## src/rtl/hyp_cordic_pkg.sv

```systemverilog
// Shared constants for the hyperbolic radix-N rotation stage: gain table,
// rotation-index width and the saturating absolute-value helper.
package hyp_cordic_pkg;

   localparam int ROT_W     = 6;
   localparam int ROT_MAX   = (1 << ROT_W) - 1;
   localparam int ABS_MAX_W = 32;

   // Gain table 1/sqrt(1-2^-2t) held in Q1.31; users truncate to their own width.
   localparam int KTAB_W    = 32;
   localparam int KTAB_FW   = 31;
   localparam int KTAB_LAST = 63;
   localparam logic [KTAB_W-1:0] KTAB_ONE = 32'h8000_0000;

   localparam logic [KTAB_W-1:0] KTAB_Q31 [0:KTAB_LAST] = '{
      1:       32'd2479700524,
      2:       32'd2217911574,
      3:       32'd2164460067,
      4:       32'd2151690280,
      5:       32'd2148532992,
      6:       32'd2147745840,
      7:       32'd2147549187,
      8:       32'd2147500032,
      9:       32'd2147487744,
      10:      32'd2147484672,
      11:      32'd2147483904,
      12:      32'd2147483712,
      13:      32'd2147483664,
      14:      32'd2147483652,
      15:      32'd2147483649,
      default: 32'd2147483648
   };

   // |v| for a w-bit signed value carried sign-extended in ABS_MAX_W bits;
   // the most-negative w-bit value saturates to 2^(w-1)-1.
   function automatic logic [ABS_MAX_W-1:0] sat_abs(
      input logic signed [ABS_MAX_W-1:0] v,
      input int unsigned                 w
   );
      logic [ABS_MAX_W-1:0] lo;
      lo = {ABS_MAX_W{1'b1}} << (w - 1);
      if (v == signed'(lo))
         return ~lo;
      else if (v < 0)
         return unsigned'(-v);
      else
         return unsigned'(v);
   endfunction

endpackage

```

## src/rtl/hyperbola_radixn_rotation_stage_if.sv

```systemverilog
// Operand/result bundle of the rotation stage; the stage itself uses the slave side.
interface hyperbola_radixn_rotation_stage_if
   import hyp_cordic_pkg::*;
#(
   parameter int DSIZE = 17
);
   logic                    in_valid;
   logic [DSIZE-1:0]        IX;
   logic signed [DSIZE-1:0] IY;
   logic [ROT_W-1:0]        rotation;
   logic [DSIZE-1:0]        K;

   logic                    out_valid;
   logic [DSIZE-1:0]        OX;
   logic signed [DSIZE-1:0] OY;
   logic [ROT_W-1:0]        next_rott;
   logic [DSIZE-1:0]        next_K;
   logic                    done;

   modport master (
      output in_valid, IX, IY, rotation, K,
      input  out_valid, OX, OY, next_rott, next_K, done
   );

   modport slave (
      input  in_valid, IX, IY, rotation, K,
      output out_valid, OX, OY, next_rott, next_K, done
   );
endinterface

```

## src/rtl/hyp_kcoeff_rom.sv

```systemverilog
// Registered lookup of the LOOKAHEAD gain coefficients for shifts r..r+LOOKAHEAD-1,
// scaled to Q1.(DSIZE-1); shifts beyond RMAX read as 1.0.
module hyp_kcoeff_rom
   import hyp_cordic_pkg::*;
#(
   parameter int DSIZE     = 17,
   parameter int LOOKAHEAD = 4,
   parameter int RMAX      = 20
)(
   input  logic                              clock,
   input  logic [ROT_W-1:0]                  i_rotation,
   output logic [LOOKAHEAD-1:0][DSIZE-1:0]   o_coef
);

   function automatic logic [DSIZE-1:0] coef_at(input int t);
      logic [KTAB_W-1:0] q;
      if (t > RMAX || t > KTAB_LAST)
         q = KTAB_ONE;
      else
         q = KTAB_Q31[t[ROT_W-1:0]];
      q = q >> (KTAB_FW - (DSIZE - 1));
      return q[DSIZE-1:0];
   endfunction

   // NOTE: no reset here; coefficients are pure data and only matter when the
   // valid pipeline says so, so resetting them would add logic for nothing.
   always_ff @(posedge clock) begin
      for (int j = 0; j < LOOKAHEAD; j++)
         o_coef[j] <= coef_at(int'(i_rotation) + j);
   end

endmodule

```

## src/rtl/hyperbola_radixn_rotation_stage.sv

```systemverilog
// Three-cycle hyperbolic rotation stage trying LOOKAHEAD shifts at once.
// Gain scaling is built only when HYP_ROT_KSCALE_EN is defined.
module hyperbola_radixn_rotation_stage
   import hyp_cordic_pkg::*;
#(
   parameter int DSIZE     = 17,
   parameter int LOOKAHEAD = 4,
   parameter int RMAX      = 20
)(
   input logic                              clock,
   input logic                              rst,
   hyperbola_radixn_rotation_stage_if.slave bus
);

   localparam int TW = ROT_W + 2;
   localparam int SW = ROT_W + 4;

   // ---------------- stage 1: register operands, |IY|, IX>>r ----------------
   logic signed [ABS_MAX_W-1:0] w_iy_ext;
   logic [ABS_MAX_W-1:0]        w_iy_abs;
   logic                        w_unused_abs;

   assign w_iy_ext     = {{(ABS_MAX_W-DSIZE){bus.IY[DSIZE-1]}}, bus.IY};
   assign w_iy_abs     = sat_abs(w_iy_ext, DSIZE);
   assign w_unused_abs = ^w_iy_abs[ABS_MAX_W-1:DSIZE];

   logic             r_v1;
   logic [DSIZE-1:0] r_x1, r_y1, r_ay1, r_xsh1, r_k1;
   logic [ROT_W-1:0] r_r1;

   // NOTE: sequential state uses non-blocking assignment so every register
   // samples the pre-edge value of its neighbours regardless of process order.
   always_ff @(posedge clock) begin
      if (rst) r_v1 <= 1'b0;
      else     r_v1 <= bus.in_valid;
   end

   always_ff @(posedge clock) begin
      r_x1   <= bus.IX;
      r_y1   <= bus.IY;
      r_ay1  <= w_iy_abs[DSIZE-1:0];
      r_xsh1 <= bus.IX >> bus.rotation;
      r_r1   <= bus.rotation;
      r_k1   <= bus.K;
   end

`ifdef HYP_ROT_KSCALE_EN
   logic [LOOKAHEAD-1:0][DSIZE-1:0] w_coef1, r_coef2;

   hyp_kcoeff_rom #(
      .DSIZE     (DSIZE),
      .LOOKAHEAD (LOOKAHEAD),
      .RMAX      (RMAX)
   ) u_kcoeff_rom (
      .clock      (clock),
      .i_rotation (bus.rotation),
      .o_coef     (w_coef1)
   );
`endif

   // ---------------- stage 2: qualify candidates, build X/Y ----------------
   logic [LOOKAHEAD-1:0][TW-1:0]    w_t;
   logic [LOOKAHEAD-1:0][DSIZE-1:0] w_xs, w_cx, w_cy;
   logic [LOOKAHEAD-1:0]            w_q;

   // NOTE: every always_comb output gets a default first so no path can leave
   // it unassigned and infer a latch.
   always_comb begin
      w_t  = '0;
      w_xs = '0;
      w_cx = '0;
      w_cy = '0;
      w_q  = '0;
      for (int j = 0; j < LOOKAHEAD; j++) begin
         w_t[j]  = TW'(r_r1) + TW'(j);
         w_xs[j] = r_xsh1 >> j;
         w_q[j]  = (w_xs[j] != '0) && (r_ay1 >= w_xs[j]);
         w_cx[j] = r_x1 - (r_ay1 >> w_t[j]);
         w_cy[j] = r_y1[DSIZE-1] ? (r_y1 + w_xs[j]) : (r_y1 - w_xs[j]);
      end
   end

   logic                            r_v2;
   logic [DSIZE-1:0]                r_x2, r_y2, r_k2;
   logic [ROT_W-1:0]                r_r2;
   logic [LOOKAHEAD-1:0]            r_q2;
   logic [LOOKAHEAD-1:0][DSIZE-1:0] r_cx2, r_cy2;

   always_ff @(posedge clock) begin
      if (rst) r_v2 <= 1'b0;
      else     r_v2 <= r_v1;
   end

   always_ff @(posedge clock) begin
      r_x2  <= r_x1;
      r_y2  <= r_y1;
      r_k2  <= r_k1;
      r_r2  <= r_r1;
      r_q2  <= w_q;
      r_cx2 <= w_cx;
      r_cy2 <= w_cy;
`ifdef HYP_ROT_KSCALE_EN
      r_coef2 <= w_coef1;
`endif
   end

   // ---------------- stage 3: pick smallest qualifying j, scale K ----------------
   logic [DSIZE-1:0] w_ox, w_oy, w_next_k;
   logic [SW-1:0]    w_step, w_sum;
   logic [ROT_W-1:0] w_rott;
   logic             w_done;
`ifdef HYP_ROT_KSCALE_EN
   logic [DSIZE-1:0] w_sel_coef;
`endif

   // Scanning downward lets the smallest qualifying j overwrite the others.
   always_comb begin
      w_ox   = r_x2;
      w_oy   = r_y2;
      w_step = SW'(LOOKAHEAD + 1);
`ifdef HYP_ROT_KSCALE_EN
      w_sel_coef = DSIZE'(1) << (DSIZE - 1);
`endif
      for (int j = LOOKAHEAD - 1; j >= 0; j--) begin
         if (r_q2[j]) begin
            w_ox   = r_cx2[j];
            w_oy   = r_cy2[j];
            w_step = SW'(j + 1);
`ifdef HYP_ROT_KSCALE_EN
            w_sel_coef = r_coef2[j];
`endif
         end
      end
      w_sum  = SW'(r_r2) + w_step;
      w_rott = (w_sum > SW'(ROT_MAX)) ? ROT_W'(ROT_MAX) : w_sum[ROT_W-1:0];
   end

`ifdef HYP_ROT_KSCALE_EN
   localparam int PW = 2 * DSIZE;
   logic [PW-1:0] w_prod;
   logic          w_unused_prod;

   assign w_prod        = PW'(r_k2) * PW'(w_sel_coef);
   assign w_next_k      = w_prod[PW-2:DSIZE-1];
   assign w_unused_prod = ^{w_prod[PW-1], w_prod[DSIZE-2:0]};
`else
   assign w_next_k = r_k2;
`endif

   assign w_done = int'(w_rott) > RMAX;

   logic             r_v3, r_done;
   logic [DSIZE-1:0] r_ox, r_oy, r_nk;
   logic [ROT_W-1:0] r_nr;

   // Results only move on a valid beat, so bubbles leave the last result visible.
   always_ff @(posedge clock) begin
      if (rst) begin
         r_v3   <= 1'b0;
         r_ox   <= '0;
         r_oy   <= '0;
         r_nr   <= '0;
         r_nk   <= '0;
         r_done <= 1'b0;
      end else begin
         r_v3 <= r_v2;
         if (r_v2) begin
            r_ox   <= w_ox;
            r_oy   <= w_oy;
            r_nr   <= w_rott;
            r_nk   <= w_next_k;
            r_done <= w_done;
         end
      end
   end

   assign bus.out_valid = r_v3;
   assign bus.OX        = r_ox;
   assign bus.OY        = r_oy;
   assign bus.next_rott = r_nr;
   assign bus.next_K    = r_nk;
   assign bus.done      = r_done;

endmodule

```

## src/flat_wrapper.sv

```systemverilog
// flat-port wrapper written by rule: the top's interface ports become plain ports
module hyperbola_radixn_rotation_stage_flat import hyp_cordic_pkg::*;
#(
   parameter int DSIZE     = 17,
   parameter int LOOKAHEAD = 4,
   parameter int RMAX      = 20
)
  (clock, rst, bus_in_valid, bus_IX, bus_IY, bus_rotation, bus_K, bus_out_valid, bus_OX, bus_OY, bus_next_rott, bus_next_K, bus_done);
  hyperbola_radixn_rotation_stage_if #(.DSIZE(DSIZE)) bus_i ();
  input logic clock;
  input logic rst;
  input wire logic [$bits(bus_i.in_valid)-1:0] bus_in_valid;
  input wire logic [$bits(bus_i.IX)-1:0] bus_IX;
  input wire logic [$bits(bus_i.IY)-1:0] bus_IY;
  input wire logic [$bits(bus_i.rotation)-1:0] bus_rotation;
  input wire logic [$bits(bus_i.K)-1:0] bus_K;
  output wire logic [$bits(bus_i.out_valid)-1:0] bus_out_valid;
  output wire logic [$bits(bus_i.OX)-1:0] bus_OX;
  output wire logic [$bits(bus_i.OY)-1:0] bus_OY;
  output wire logic [$bits(bus_i.next_rott)-1:0] bus_next_rott;
  output wire logic [$bits(bus_i.next_K)-1:0] bus_next_K;
  output wire logic [$bits(bus_i.done)-1:0] bus_done;
  assign bus_i.in_valid = bus_in_valid;
  assign bus_i.IX = bus_IX;
  assign bus_i.IY = bus_IY;
  assign bus_i.rotation = bus_rotation;
  assign bus_i.K = bus_K;
  assign bus_out_valid = bus_i.out_valid;
  assign bus_OX = bus_i.OX;
  assign bus_OY = bus_i.OY;
  assign bus_next_rott = bus_i.next_rott;
  assign bus_next_K = bus_i.next_K;
  assign bus_done = bus_i.done;
  hyperbola_radixn_rotation_stage #(.DSIZE(DSIZE), .LOOKAHEAD(LOOKAHEAD), .RMAX(RMAX)) u_core (.clock(clock), .rst(rst), .bus(bus_i));
endmodule
```

## config.mk

```make
export PLATFORM = sky130hd
export DESIGN_NAME = hyperbola_radixn_rotation_stage_flat
export DESIGN_NICKNAME = d
export VERILOG_FILES = /design/src/rtl/hyp_cordic_pkg.sv /design/src/rtl/hyperbola_radixn_rotation_stage_if.sv /design/src/rtl/hyp_kcoeff_rom.sv /design/src/rtl/hyperbola_radixn_rotation_stage.sv /design/src/flat_wrapper.sv
export SDC_FILE = /design/constraint.sdc
export NUM_CORES = 1
export LEC_CHECK = 0
export CORE_ASPECT_RATIO = 0.9
export CORE_MARGIN = 3
export CORE_UTILIZATION = 59
export CTS_CLUSTER_SIZE = 16
export DETAILED_ROUTE_END_ITERATION = 10
export HOLD_SLACK_MARGIN = 0.08
export PLACE_DENSITY = 0.91
export SYNTH_ARGS = -nofsm -noshare
export SYNTH_HDL_FRONTEND = slang
export SYNTH_HIERARCHICAL = 1
export SYNTH_SLANG_ARGS = --single-unit
```

## constraint.sdc

```tcl
create_clock -name clock -period 4 [get_ports clock]
set_input_delay 0.8 -clock clock [delete_from_list [all_inputs] [get_ports clock]]
set_output_delay 0.8 -clock clock [all_outputs]
set_load 0.05 [all_outputs]
```

Yosys cells after proc, flatten, opt, wreduce, memory -nomap -nowiden. Cells that the tools add are included. Widths: inputs -> output; s select.

Register bits: 349. Input port bits: 60. Word-level logic and storage cells: 83. Output and inout bits: 59.

$lt $le $gt $ge: 7. Equality and inequality tests: 1. Mux-type cells: 18. Shift operators: 5. $add $sub $neg: 17. Reductions and logical operators: 8.

Operator list (number): $mux 17 (13); $sub 17x17->17 (5); $reduce_bool 17->1 (4); $shr 17x8->17 (3); $shr 17x6->17 (2); $add 17x14->17 (1); $add 17x15->17 (1); $add 17x16->17 (1); $add 17x17->17 (1); $eq 17x17->1 const B (1); $ge 17x14->1 (1); $ge 17x15->1 (1); $ge 17x16->1 (1); $ge 17x17->1 (1); $lt 17x1->1 const B (1); $neg 17->17 (1); $sub 17x14->17 (1); $sub 17x15->17 (1); $sub 17x16->17 (1); $add 6x2->7 const B (2); $gt 10x6->1 const B (1); $mux 3 (3); $add 6x1->7 const B (1); $add 6x3->7 (1); other kinds (4) (7).

Longest topological paths before layout. Gate-level depths: netlist (run 1).

Depth in word-level cells: 8. Gate-level depth with buffers: 18. Mapped depth without buffers: 16.

Worst setup path after synthesis (run 1). No wires, ideal clock.

Path type: reg-to-reg. From: register u_core.r_r1[1]. To: register u_core/r_cx2[65] in the netlist's numbering. Cell stages (with the launch flop): 16. Buffers on the path: 2. Required time: 3878 ps. Path slack: 519 ps. Data arrival time: 3359 ps. Clock period less this slack: 3481 ps. Setup time: 122 ps. Cell sequence: dfxtp_1 buf_2 buf_2 mux2i_1 nand2_1 o21ai_0 o22ai_1 o21ai_0 ha_1 nor2b_1 o21a_1 o21a_1 o31a_1 o221ai_2 or4b_1 o311a_1.

RTL lines: from (decl) (RTL line hyperbola_radixn_rotation_stage.sv:29) `logic [ROT_W-1:0] r_r1;`; from (signal assigned) (RTL line hyperbola_radixn_rotation_stage.sv:43) `r_r1 <= bus.rotation;`; to (signal assigned) (RTL line hyperbola_radixn_rotation_stage.sv:100) `r_cx2 <= w_cx;`; to (decl) (RTL line hyperbola_radixn_rotation_stage.sv:87) `logic [LOOKAHEAD-1:0][DSIZE-1:0] r_cx2, r_cy2;`.

==> out/results.txt, run 1 <==
met2 usage -> 0.495
Layout Utilization -> 0.693
CTS Hold Bufs -> 0
Root Driver -> clkbuf_16
Internal Pwr Total -> 7.42 mW
DP Cell Count -> 2589
reg2reg path depth -> 13
Initial Utilization -> 0.600
worst setup path class -> reg -> reg
R2R setup slack -> 0.17 ns
Sw Ratio -> 0.327
Main synth FF type -> dfxtp_1
Worst-path clk slew -> 0.06 ns
deepest clock path buffer count -> 3
TritonCTS clock tree -> done
grt met1 use -> 0.436
Detailed Routing Iterations Pass 1 -> 6
Nets -> 2481
Hold Crit Depth -> 0
sequential share of power -> 0.392
highest net fanout along the worst path -> 14
CP top delay family -> compound AO/OA/AOI/OAI gates
cell chain of the critical path -> buf_4, mux2_2, o21ai_0, o22ai_1, o21ai_0, ha_1, nor2b_1, o21a_1, o21a_1, o31a_1, o221ai_2, or4b_1, o311a_1
# rows -> 62
Worst Setup End Kind -> flip-flop
net switching power figure -> 3.60 mW
post-synthesis sequential area ratio -> 0.364
Peak VDD IR -> 325 uV
total global-route track usage -> 0.308
Leak -> 9.57 nW
Gate power share -> 0.285
pre-CTS setup slack -> 0.160 ns
final WL -> 55600 um
Setup crit start kind -> flip-flop
Pwr per Cell Area -> 496 mW/mm^2
# IOs -> 119
synthesized area per cell -> 9.17 sq um
arrival time worst endpoint -> 4.25 ns
minimum clock period -> 3.83 ns
CP Depth -> 13
critical path's largest stage delay -> 0.45 ns
CP max stage cell -> or4b_1
FFs w/ async S/R, synth -> 0
Final WS setup -> 0.171 ns
CP Buf/Inv Count -> 1
Die W -> 196 um
HPWL after DPL -> 42500 um
DR WL/cell -> 20.9 um
Yosys reg bits -> 349
synthesized instance count -> 2096
antenna cells -> 0
number of synthesized flops with an enable pin -> 0
GR Util met3 -> 0.0529
htree depth -> 2
via count -> 16351
Netlist Area Pre-Place -> 0.0192 sq mm
Clock Power Share -> 0.323
Fmax -> 0.261 GHz
post-route clock skew -> 0.0126 ns
clk sinks -> 349
CTS Buf Count -> 38
Worst EP required -> 4.42 ns
vias in the first global route -> 15722
Setup TNS -> 0 ns
die height -> 177 um
total of max-cap violations -> 0
grt ovf -> 0
final cell count without fillers -> 2660
Final Hold Fails -> 0
P&R area growth vs syn -> 15.6%
status -> completed
layout cell share with drive strength beyond 1 -> 0.0660
Fin Hold WS -> 0.325 ns
PortBufs -> 118
Synth cell types -> 72
Synth Warn # -> 6
worst skew pair latency -> 0.54 ns
max-slew violations -> 0
area of the die -> 0.0348 sq mm
drt initial violations -> 1488
routability cong. -> 0.972
Via density -> 6.15
post-route cell area -> 0.0222 sq mm
Final Cycle Share -> 0.957
measured slew at the worst slew-check pin -> 1.15 ns
gr busiest metal -> met2
first-pass GRT wire length -> 85200 um
total power -> 11.0 mW
worst hold path type -> reg -> reg
initial antenna violation count -> 0
area post-placement -> 0.0209 sq mm
Setup-failing EPs final -> 0
# DRC -> 0
Max-slew headroom -> 0.237
Final ANT Viol Nets -> 0
largest net degree at the start of global routing -> 65
net count after synthesis -> 2363
CORE AREA -> 0.0320 sq mm
RSZ-0062 raised after global routing -> false
==> timing repair <==
action                                  4_1_cts  5_1_grt
resized for setup                             0        7
setup buffers                                 0        1
endpoints found under the setup margin        0        9
==> layout make-up <==
class	instances	area (sq um)
timing repair buffer	157	1470
fill	2498	9830
clock buffer	53	1070
tap	416	520
inverter	62	233
multi-input combinational	1606	11700
sequential	349	7000
clock inverter	17	206
==> per-layer routing <==
layer,routed length (um),vias up,share of wire
met3,4540,108,0.082
met1,25400,7768,0.46
met4,1090,0,0.020
met2,24600,752,0.44
met5,0,-,0
li1,-,7723,-
==> sequential cells by signal, indices dropped and copies added (netlist names), 4 cells and up <==
name	count
u_core/r_y2	17
u_core/bus.OX	17
u_core/r_r1	6
u_core/bus.next_K	17
u_core/r_k1	17
u_core/r_k2	17
u_core/r_x2	17
u_core/bus.next_rott	6
u_core/r_cx2	68
u_core/r_xsh1	17
u_core/r_cy2	68
u_core/r_x1	17
u_core/bus.OY	17
u_core/r_y1	17
u_core/r_r2	6
u_core/r_q2	4
u_core/r_ay1	17
==> cells in the mapped netlist, types with 10 or more instances <==
library cell,number,area share
dfxtp_1,349,0.36
ha_1,198,0.13
nor2_1,192,0.038
nand2_1,152,0.030
mux2i_1,151,0.079
a21oi_1,141,0.037
o21ai_0,138,0.036
xnor2_1,132,0.060
clkbuf_1,60,0.012
a21o_1,56,0.022
inv_1,52,0.010
xor2_1,39,0.018
nor2b_1,34,0.011
a31oi_1,30,0.0098
nand2b_1,30,0.0098
nor3_1,29,0.0076
nand3_1,26,0.0068
o21a_1,23,0.0090
a211oi_1,21,0.0082
mux2_2,17,0.010
and3_1,16,0.0052
o22ai_1,14,0.0046
o21bai_1,13,0.0051
nand4_1,12,0.0039
or3_1,11,0.0036
buf_1,10,0.0020
==> power by group through the flow <==
| stage | Combinational [mW] | Sequential (mW) | Clock (mW) |
|---|---|---|---|
| 2_1_floorplan | 2.13 | 4.35 | 0 |
| 3_3_place_gp | 2.91 | 4.35 | 0 |
| 3_5_place_dp | 3.02 | 4.38 | 0 |
| 4_1_cts | 3.06 | 4.31 | 3.61 |
| 5_1_grt | 3.40 | 4.35 | 3.74 |
| 6_report | 3.14 | 4.32 | 3.56 |
==> final timing paths <==
| path | from | end |
|---|---|---|
| worst min-delay path | u_core/r_k1[8] | u_core/r_k2[8] |
| worst max register to register | u_core/r_r1[1] | u_core/r_cx2[65] |
| worst max-delay path | u_core/r_r1[1] | u_core/r_cx2[65] |
| worst min register to register | u_core/r_k1[8] | u_core/r_k2[8] |
==> layout by cell type, fill, tap and decap left out, drive strengths merged, types with 5 or more instances in the layout <==
cell type / n
dfxtp: 349
ha: 198
nor2: 192
nand2: 152
mux2i: 151
a21oi: 142
o21ai: 142
xnor2: 132
clkdlybuf4s50: 117
inv: 58
a21o: 56
clkbuf: 53
buf: 40
xor2: 39
nor2b: 34
nand2b: 30
a31oi: 30
nor3: 30
nand3: 26
o21a: 23
a211oi: 21
mux2: 17
and3: 16
clkinv: 15
o22ai: 14
o21bai: 13
nand4: 12
or3: 11
and2: 9
fa: 9
nand3b: 8
o211ai: 8
nor4: 7
a2111oi: 7
a31o: 6
and4: 5
o31ai: 5
==> cells by family (layout without fill, tap and decap cells) <==
kind of cell	after synthesis	count (layout)	synth area share
buf+inv	141	289	0.0281
compound gates	514	514	0.168
fa+ha+maj	207	207	0.138
flops	349	349	0.364
mux	172	172	0.0933
xor+xnor	171	171	0.0780
simple gates	542	542	0.130
No activity file was read; power rests on OpenSTA's default activity.
==> run 2: changes to the inputs <==
--- a/config.mk
+++ b/config.mk
@@ -7,11 +7,12 @@
 export LEC_CHECK = 0
 export CORE_ASPECT_RATIO = 0.9
 export CORE_MARGIN = 3
-export CORE_UTILIZATION = 59
+export CORE_UTILIZATION = 60
 export CTS_CLUSTER_SIZE = 16
 export DETAILED_ROUTE_END_ITERATION = 10
 export HOLD_SLACK_MARGIN = 0.08
-export PLACE_DENSITY = 0.91
+export PLACE_DENSITY = 0.92
+export SLEW_MARGIN = 25
 export SYNTH_ARGS = -nofsm -noshare
 export SYNTH_HDL_FRONTEND = slang
 export SYNTH_HIERARCHICAL = 1
==> run 2 against run 1 <==
Final cell count down 0.15%. Via count shrank 1.1%. Power is 1.2% higher. Critical path depth did not move. Worst setup slack worse by 0.0049 ns. Routed wire length down 2.8%. Fmax fell by 0.13%. Critical path type unchanged. Largest power group unchanged. Highest routed layer unchanged.
==> out/results.txt, run 2 (synthesized netlist as in run 1, its figures left out) <==
initial antenna violation count -> 1
# IOs -> 119
status -> completed
die height -> 176 um
final WL -> 54100 um
total of max-cap violations -> 0
Setup crit start kind -> flip-flop
Detailed Routing Iterations Pass 1 -> 6
sequential share of power -> 0.386
critical path's largest stage delay -> 0.47 ns
TritonCTS clock tree -> done
Initial Utilization -> 0.615
Worst EP required -> 4.42 ns
minimum clock period -> 3.83 ns
Peak VDD IR -> 434 uV
cell chain of the critical path -> buf_12, mux2_2, o21ai_0, o22ai_1, o21ai_0, ha_1, nor2b_1, o21a_1, o21a_1, o31a_1, o221ai_2, or4b_1, o311a_1
Pwr per Cell Area -> 500 mW/mm^2
worst hold path type -> reg -> reg
drt initial violations -> 1586
Setup-failing EPs final -> 0
Gate power share -> 0.280
# rows -> 61
P&R area growth vs syn -> 16.1%
worst skew pair latency -> 0.54 ns
total global-route track usage -> 0.307
clk sinks -> 349
RSZ-0062 raised after global routing -> false
Leak -> 9.64 nW
Clock Power Share -> 0.334
area of the die -> 0.0342 sq mm
# DRC -> 0
grt ovf -> 0
first-pass GRT wire length -> 84200 um
sequential cell area -> 0.00700 sq mm
Fmax -> 0.261 GHz
worst setup path class -> reg -> reg
Sw Ratio -> 0.314
commonest cells after routing, fill and taps aside -> dfxtp_1 (342), ha_1 (198), nor2_1 (192)
highest net fanout along the worst path -> 21
Final ANT Viol Nets -> 0
Via density -> 6.09
biggest regs -> u_core/r_cx2: 68 flops, u_core/r_cy2: 68 flops
deepest clock path buffer count -> 3
Multi-input gate area -> 0.0117 sq mm
most common cell after layout, fill and taps aside -> dfxtp_1
Die W -> 195 um
net switching power figure -> 3.51 mW
CTS Hold Bufs -> 0
post-route clock skew -> 0.0171 ns
measured slew at the worst slew-check pin -> 1.07 ns
Worst Setup End Kind -> flip-flop
vias in the first global route -> 15520
max-slew violations -> 0
PortBufs -> 118
CTS Buf Count -> 37
Root Driver -> clkbuf_16
HPWL after DPL -> 41400 um
htree depth -> 2
via count -> 16173
Worst-path clk slew -> 0.06 ns
Final Cycle Share -> 0.958
DR WL/cell -> 20.4 um
Fin Hold WS -> 0.324 ns
setup bufs post-CTS -> 0
routability cong. -> 1.00
largest net degree at the start of global routing -> 65
Setup TNS -> 0 ns
Internal Pwr Total -> 7.64 mW
CP top delay family -> compound AO/OA/AOI/OAI gates
Filler cells -> 2333
CORE AREA -> 0.0312 sq mm
layout cell share with drive strength beyond 1 -> 0.0677
CP max stage cell -> or4b_1
Nets -> 2485
CP Buf/Inv Count -> 1
Max-slew headroom -> 0.288
arrival time worst endpoint -> 4.25 ns
Final Hold Fails -> 0
-- run 2: changes by cell type in the layout (fill, tap and decap cells not counted), sizes merged --
cell / change
bufinv: +4
clkinvlp: -2
clkbuf: -3
buf: +5
inv: -4
clkinv: +2
diode: +1
-- run 2: layout make-up --
type	instances	share of cell area
multi-input cells	1606	0.525
flip-flops and latches	349	0.314
repair buffers	162	0.0682
clock buffers	50	0.0473
well taps	409	0.0229
clock inverters	17	0.0126
inverters	62	0.0104
diodes	1	0.000112
-- run 2: power by group through the flow --
stage | logic, mW | clock network, mW | registers (mW)
floorplan | 2.13 | 0 | 4.35
global placement | 2.92 | 0 | 4.35
detailed placement | 3.03 | 0 | 4.37
CTS | 3.06 | 3.79 | 4.29
global route | 3.41 | 3.91 | 4.35
finish | 3.12 | 3.72 | 4.31
-- run 2: metal layers --
layer  wire (um)  track usage  vias up  share of wire
met2       23100        0.469      729           0.43
met4        1340       0.0906        0          0.025
met1       24600        0.441     7582           0.46
li1            -            -     7748              -
met3        5020       0.0619      114          0.093
met5           0            0        -              0
-- run 2: path summary, 6_finish.rpt --
check / slack [ns] / depth (start not counted) / start / endpoint
hold reg to reg: 0.32 / 0 / u_core/r_k1[5] / u_core/r_k2[5]
setup / recovery: 0.17 / 13 / u_core/r_r1[1] / u_core/r_cx2[65]
hold / removal: 0.32 / 0 / u_core/r_k1[5] / u_core/r_k2[5]
setup reg to reg: 0.17 / 13 / u_core/r_r1[1] / u_core/r_cx2[65]
-- run 2: stage by stage --
stage / total power, mW / cells / cell area [sq um] / setup WS, ns / utilization
2_1_floorplan: 6.48 / 2096 / 19200 / 0.519 / -
3_3_place_gp: 7.27 / 2588 / 20900 / 0.229 / 0.671
3_5_place_dp: 7.39 / 2588 / 20900 / 0.139 / 0.671
4_1_cts: 11.1 / 2655 / 22300 / 0.0846 / 0.714
5_1_grt: 11.7 / 2655 / 22300 / 0.00566 / 0.714
6_report: 11.1 / 2656 / 22300 / 0.166 / 0.714
-- run 2: what timing repair did --
| action | in CTS | in global routing |
|---|---|---|
| endpoints found under the setup margin | 0 | 10 |
| gates resized for setup | 0 | 5 |
| endpoints found under the hold margin | 0 | 0 |
